**config.mk**
```make
export PLATFORM = sky130hd
export DESIGN_NAME = prescale_576_row_stream
export DESIGN_NICKNAME = d
export VERILOG_FILES = /design/src/rtl/winograd_pkg.sv /design/src/rtl/sat_mul576.sv /design/src/rtl/prescale_576_row_stream.sv
export SDC_FILE = /design/constraint.sdc
export NUM_CORES = 2
export LEC_CHECK = 0
export ABC_AREA = 1
export CORE_MARGIN = 2
export CORE_UTILIZATION = 55
export DETAILED_ROUTE_END_ITERATION = 7
export GPL_TIMING_DRIVEN = 0
export PLACE_DENSITY = 0.84
export SLEW_MARGIN = 40
export SYNTH_ARGS = -nofsm -noshare
export SYNTH_HDL_FRONTEND = slang
export SYNTH_SLANG_ARGS = --single-unit
```
**constraint.sdc**
```tcl
create_clock -name clk -period 4.85 [get_ports clk]
set_input_delay 0.97 -clock clk [delete_from_list [all_inputs] [get_ports clk]]
set_output_delay 0.97 -clock clk [all_outputs]
set_load 0.02 [all_outputs]
```
**src/rtl/winograd_pkg.sv**
```systemverilog
// winograd_pkg: shared Winograd tile geometry, element types and the 42-to-32-bit saturator
package winograd_pkg;
   localparam int WG_TILE_ROWS = 8;
   localparam int WG_TILE_COLS = 10;
   localparam int WG_SCALE = 576;
   typedef logic signed [31:0] wg_elem_t;
   typedef wg_elem_t wg_row_t [WG_TILE_COLS-1:0];
   typedef logic signed [41:0] wg_prod_t;
   function automatic wg_elem_t wg_sat(input wg_prod_t p);
      return (p > 42'sd2147483647) ? 32'sh7FFFFFFF :
             (p < -42'sd2147483648) ? 32'sh80000000 : p[31:0];
   endfunction
endpackage

```
**src/rtl/sat_mul576.sv**
```systemverilog
// sat_mul576: combinational x576 of one element as two shifts; flags a product outside 32-bit range
module sat_mul576
   import winograd_pkg::*;
(
   input  wg_elem_t x,
   output wg_prod_t p,
   output logic     sat
);
   wg_prod_t xe;
   assign xe = {{10{x[31]}}, x};
   assign p = (xe <<< 9) + (xe <<< 6);
   // in range only when bits 41..31 are all copies of the sign
   assign sat = !((&p[41:31]) || !(|p[41:31]));
endmodule

```
**src/rtl/prescale_576_row_stream.sv**
```systemverilog
// prescale_576_row_stream: two-stage x576 saturating row pre-scaler for 8x10 Winograd tiles
// with row index, tile-last and per-tile / sticky saturation flags.
module prescale_576_row_stream
   import winograd_pkg::*;
#(
   parameter int ROWS = WG_TILE_ROWS,
   parameter int COLS = WG_TILE_COLS,
   parameter int DW   = 32
) (
   input  logic              clk,
   input  logic              rst_n,
   input  logic              in_valid,
   output logic              in_ready,
   input  logic [COLS*DW-1:0] in_row,
   output logic              out_valid,
   input  logic              out_ready,
   output logic [COLS*DW-1:0] out_row,
   output logic [2:0]        out_row_idx,
   output logic              out_last,
   output logic              out_tile_sat,
   output logic              sat_sticky,
   input  logic              sat_clear
);
   logic            en, s1_valid, out_row_sat, acc;
   logic [2:0]      cnt, s1_idx;
   logic [COLS-1:0] sat, s1_sat;
   wg_row_t         in_elems;
   wg_prod_t        prod [COLS];
   wg_prod_t        s1_prod [COLS];

   assign en = !out_valid || out_ready;
   assign in_ready = en;
   assign out_last = out_valid && (out_row_idx == 3'(ROWS-1));
   assign out_tile_sat = out_last && (acc || out_row_sat);

   for (genvar c = 0; c < COLS; c++) begin : g_mul
      assign in_elems[c] = in_row[c*DW +: DW];
      sat_mul576 u_mul (.x(in_elems[c]), .p(prod[c]), .sat(sat[c]));
   end

   // whole pipe advances together, so bubbles keep their slots
   always_ff @(posedge clk or negedge rst_n) begin
      if (!rst_n) begin
         cnt <= '0;
         s1_valid <= 1'b0;
         s1_idx <= '0;
         s1_sat <= '0;
         for (int c = 0; c < COLS; c++) s1_prod[c] <= '0;
         out_valid <= 1'b0;
         out_row <= '0;
         out_row_idx <= '0;
         out_row_sat <= 1'b0;
      end else if (en) begin
         s1_valid <= in_valid;
         s1_idx <= cnt;
         s1_sat <= sat;
         for (int c = 0; c < COLS; c++) s1_prod[c] <= prod[c];
         out_valid <= s1_valid;
         out_row_idx <= s1_idx;
         out_row_sat <= |s1_sat;
         for (int c = 0; c < COLS; c++) out_row[c*DW +: DW] <= wg_sat(s1_prod[c]);
         if (in_valid) cnt <= (cnt == 3'(ROWS-1)) ? 3'd0 : cnt + 3'd1;
      end
   end

   always_ff @(posedge clk or negedge rst_n) begin
      if (!rst_n) acc <= 1'b0;
      else if (out_valid && out_ready) acc <= out_last ? 1'b0 : (acc || out_row_sat);
   end

   always_ff @(posedge clk or negedge rst_n) begin
      if (!rst_n) sat_sticky <= 1'b0;
      else if (sat_clear) sat_sticky <= 1'b0;
      else if (out_valid && out_ready && out_row_sat) sat_sticky <= 1'b1;
   end
endmodule

```
# --- Word level (Yosys, flattened, before mapping) ---
# Index checks and enable logic that the tools add are counted.
classes:
  add_sub_neg: 11
  magnitude_cmp: 20
  mux: 24
  n_reduce_logical: 60
  n_eq_ne: 2
op_table:
  columns: ["operator", "count"]
  rows:
  - ["2-to-1 mux 32 bit", 20]
  - ["adder 41 x 38 -> 42 bit", 10]
  - ["> comparator 42 x 32 -> 1 bit (second input constant)", 10]
  - ["< comparator 42 x 32 -> 1 bit (second input constant)", 10]
  - ["AND reduction 11 bit", 10]
  - ["OR reduction 11 bit", 10]
  - ["logical NOT 1 bit", 21]
  - ["logical OR 1 bit", 12]
  - ["OR reduction 10 bit", 1]
  - ["equality test 3 bit (second input constant)", 2]
  - ["logical AND 1 bit", 4]
  - ["adder 3 x 1 -> 3 bit (second input constant)", 1]
  - ["2-to-1 mux 1 bit", 3]
  - ["2-to-1 mux 3 bit", 1]
  - ["AND reduction 2 bit", 1]
  - ["nonzero test 2 bit", 1]
word_totals:
  inputBits: 325
  ff_bits: 764

# --- Depth between registers and ports, before layout ---
logic_depth:
  depth_word: 5
  depth_mapped: 18
  ltp_nobuf: 18

# --- Modules after synthesis ---
# From an unflattened synthesis, not the netlist that was laid out.
hier_totals:
  hier_cells: 9527
  area_unflattened_um2: 59523.3
by_module_without_submodules:
  columns: ["module", "cells_each", "area_per_inst_um2", "seq_area_each_um2", "instances"]
  rows:
  - ["prescale_576_row_stream", 4098, 32218.4, 19118.3, 1]
  - ["sat_mul576 (g_mul[1].u_mul ...)", 543, 2726.4, 0.0, 9]
  - ["sat_mul576 (g_mul[0].u_mul)", 542, 2767.7, 0.0, 1]

# --- Worst setup path before layout ---
# No wires, ideal clock.
synth_timing:
  path_kind: "input to output"
  from: "input out_ready"
  to: "output in_ready"
  path_buffers: 3
  path_slack_ns: 2.047
  arrival_time_ns: 1.833
  cell_stages: 5
  path_cell_list: "nor2_2 -> inv_1 -> buf_2 -> clkbuf_1 -> buf_2"
synth_via:
  elab_chain_len: 1
synth_lines:
  columns: ["item", "line_no", "rtl"]
  rows:
  - ["from (decl)", "prescale_576_row_stream.sv:16", "input logic out_ready,"]
  - ["logical OR 1 bit", "prescale_576_row_stream.sv:31", "assign en = !out_valid || out_ready;"]
  - ["to (decl)", "prescale_576_row_stream.sv:13", "output logic in_ready,"]
# Every way passes these cells.

# --- Worst setup path in the final report ---
# Same ends and word-level chain as after synthesis.

==> impl_metrics.yaml <==
clock_tree:
  cts_root_buf: "clkbuf_16"
  clk_pin_slew_ps: 50
  numCtsBuffers: 75
  insertion_delay_ps: 670
  cts_tree: "done"
  cts_sinks: 654
  cts.htree.levels: 3
  cts_max_path_buffers: 3
power:
  internal-power_w: 0.0132
  switching_share: 0.394
  leakagePower_nw: 33.3
  p_sw_w: 0.00862
  ir_worst_vdd_mv: 0.294
  combPwrFrac: 0.377
  seq_power_share: 0.350
  pwr_density_cell_nw_per_um2: 358
  clkPwrFrac: 0.272
global_routing:
  overflow: 0
  gr-usage-all-layers: 0.393
  grt_pass1_vias: 50800
  grt_pass1_wl_um: 285000
  antenna_found_initial: 22
  grt_max_degree: 116
logic_synthesis:
  synth_top_family_by_area: "simple AND/OR/NAND/NOR gates"
  yosys.area_share.simple: 0.377
  postSynth.asyncResetShare: 1.00
  netlist_area_um2: 50100
  synth-edff-count: 0
  yosys.cell_types.count: 42
  synthTopCellsByCount: "nand2_1 (3,308), inv_1 (1,178), nor2_1 (669)"
  synthCells: 7904
  yosysWarningCount: 0
  synthFlopType: "dfrtp_1"
  postSynthAreaPerCell_um2: 6.34
  yosysSeqAreaShare: 0.327
  synth_seq_cells: 654
  synth_xor_area_frac: 0.0247
  yosys.area.top_type: "dfrtp_1"
  syn-num-nets: 8551
  synth_mux_area_frac: 0
  yosysMostFrequentCell: "nand2_1"
  synth_fa_ha_area_frac: 0.0819
  synth-compound-area-share: 0.0802
  synth_area_leaders: "dfrtp_1 (33%), nand2_1 (25%), inv_1 (8.8%)"
  synth_top_area_frac: 0.327
floorplan:
  std_cell_rows: 110
  die-area_um2: 93500
  die_h_um: 306
  die_w_um: 306
  design.core.area_um2: 90100
  start_util: 0.556
  io_pins: 653
routing:
  detail_route.wl_per_cell_um: 18.9
  postRouteAntennaNets: 0
  vias: 53600
  drt_wl_total_um: 187000
  viasPerCell: 5.41
  dr.pass1.iters: 7
  drt_iter0_drc: 4753
  drc: 0
critical_path:
  cp_max_fo: 10
  end_kind: "output pin"
  crit_required_ps: 3880
  critPathLaunch: "out_ready"
  r2r_start: "out_valid"
  crit_type: "in -> out"
  crit_arrival_ps: 3760
  start_kind: "input port"
sta:
  fin_skew_ps: 29.8
  finalCritPeriodShare: 0.976
  drv_slew: 0
  slew-limit-headroom: 0.368
  hold_slack_ps: 171
  setup_viol: 0
  hold_violations: 0
  rsz0062_at_grt: "no"
  fmax_ghz: 0.211
  period_needed_ps: 4730
  max_slew.worst_pin.slew_ps: 948
outcome:
  outcome: "finished clean"
placed_design:
  post-dp-hpwl_um: 151000
  portBuffers: 652
  place.gp.congestion: 0.989
  place_area_um2: 58400
cells_and_area:
  drive_above_1_share: 0.0567
  nNetsFinal: 9290
  area_growth_pct: 21.8
  stdcell_area_um2: 61000
run:
  cap_viol_max_count: 0
min_path:
  hold_path.class: "in -> async"
logic make-up (layout without fill, tap and decap cells):
group,count (synthesis),after routing
adders and majority gates,322,322
other,0,12
AOI/OAI and AO/OA,749,749
DFF,654,654
buffers and inverters,1391,2189
and+or+nand+nor,4647,4647
xor gates and xnor gates,141,141
what timing repair did:
action                                  CTS  global route
gates resized for setup                   2             0
hold buffers                              0             0
setup buffers                             2             0
endpoints found under the setup margin    1             0
metal layers:
layer  GRT usage  wire length [µm]  up-vias  part of all wire
li1            -                 -    25900                 -
met5           0               161        -           0.00086
met3      0.0943             18200      509             0.097
met1       0.491             74200    24800              0.40
met2       0.640             84800     2301              0.45
met4       0.189              9980       24             0.053
placed cells by master, fill, tap and decap left out, drive strengths merged, types with 12 or more instances in the layout:
cell,netlist,layout
clkdlybuf4s50,0,651
xnor2,17,17
nor2,745,745
nand2,3360,3360
o21ai,442,442
xor2,124,124
nand4,70,70
nor3,27,27
ha,312,312
buf,128,139
nor4,23,23
nand3b,19,19
a21oi,198,198
nand3,362,362
diode,0,12
or2,31,31
clkinv,3,23
o21bai,23,23
inv,1182,1192
a31oi,43,43
dfrtp,654,654
clkbuf,78,176
flip-flops by register name (all words and copies together) (netlist names):
signal,count
s1_prod,360
out_row,270
s1_sat,10
cnt,3
out_row_idx,3
s1_idx,3
acc,1
out_row_sat,1
out_valid,1
s1_valid,1
sat_sticky,1
power by group through the flow:
stage / logic [W] / clock network (W) / registers (W)
6_report: 0.00825 / 0.00595 / 0.00766
5_1_grt: 0.00898 / 0.00617 / 0.00775
4_1_cts: 0.00816 / 0.00596 / 0.00760
3_5_place_dp: 0.00809 / 0 / 0.00767
3_3_place_gp: 0.00789 / 0 / 0.00766
2_1_floorplan: 0.00399 / 0 / 0.00807
cell type report:
type | instances | area, µm²
tap | 1176 | 1470
sequential | 654 | 16400
clock buffer | 98 | 2170
antenna | 12 | 30.0
fill | 8058 | 29100
inverter | 1185 | 4450
clock inverter | 38 | 385
multi-input combinational | 5859 | 28300
timing repair buffer | 662 | 6780
buffer | 206 | 1070
worst max-delay path, stage by stage:
cell and delay [ps]:
clkdlybuf4s50_1 560, nor2_4 90, clkinvlp_4 120, buf_2 360, clkbuf_2 540, buf_4 410, clkdlybuf4s50_1 670
path summary, 6_finish.rpt:
path | cells past startpoint | slack, ps | to
worst max-delay path | 7 | 120 | in_ready
max in group asynchronous | 5 | 2460 | out_row[153]
worst min-delay path | 1 | 170 | s1_prod[61]
worst min register to register | 2 | 470 | out_valid
worst max register to register | 8 | 1470 | out_row[30]
min in group clk | 2 | 470 | out_valid
stage by stage:
stage / total power (W) / setup TNS [ps] / worst slack, ps / instances / utilization
4_1_cts: 0.0217 / 0 / 182 / 9878 / 0.676
2_1_floorplan: 0.0121 / 0 / 2050 / 7904 / -
3_5_place_dp: 0.0158 / -575 / -575 / 9740 / 0.648
5_1_grt: 0.0229 / 0 / 152 / 9881 / 0.677
6_report: 0.0219 / 0 / 117 / 9890 / 0.677
3_3_place_gp: 0.0156 / - / -25580 / 9732 / 0.644
Power figures use the tool's default switching activity.
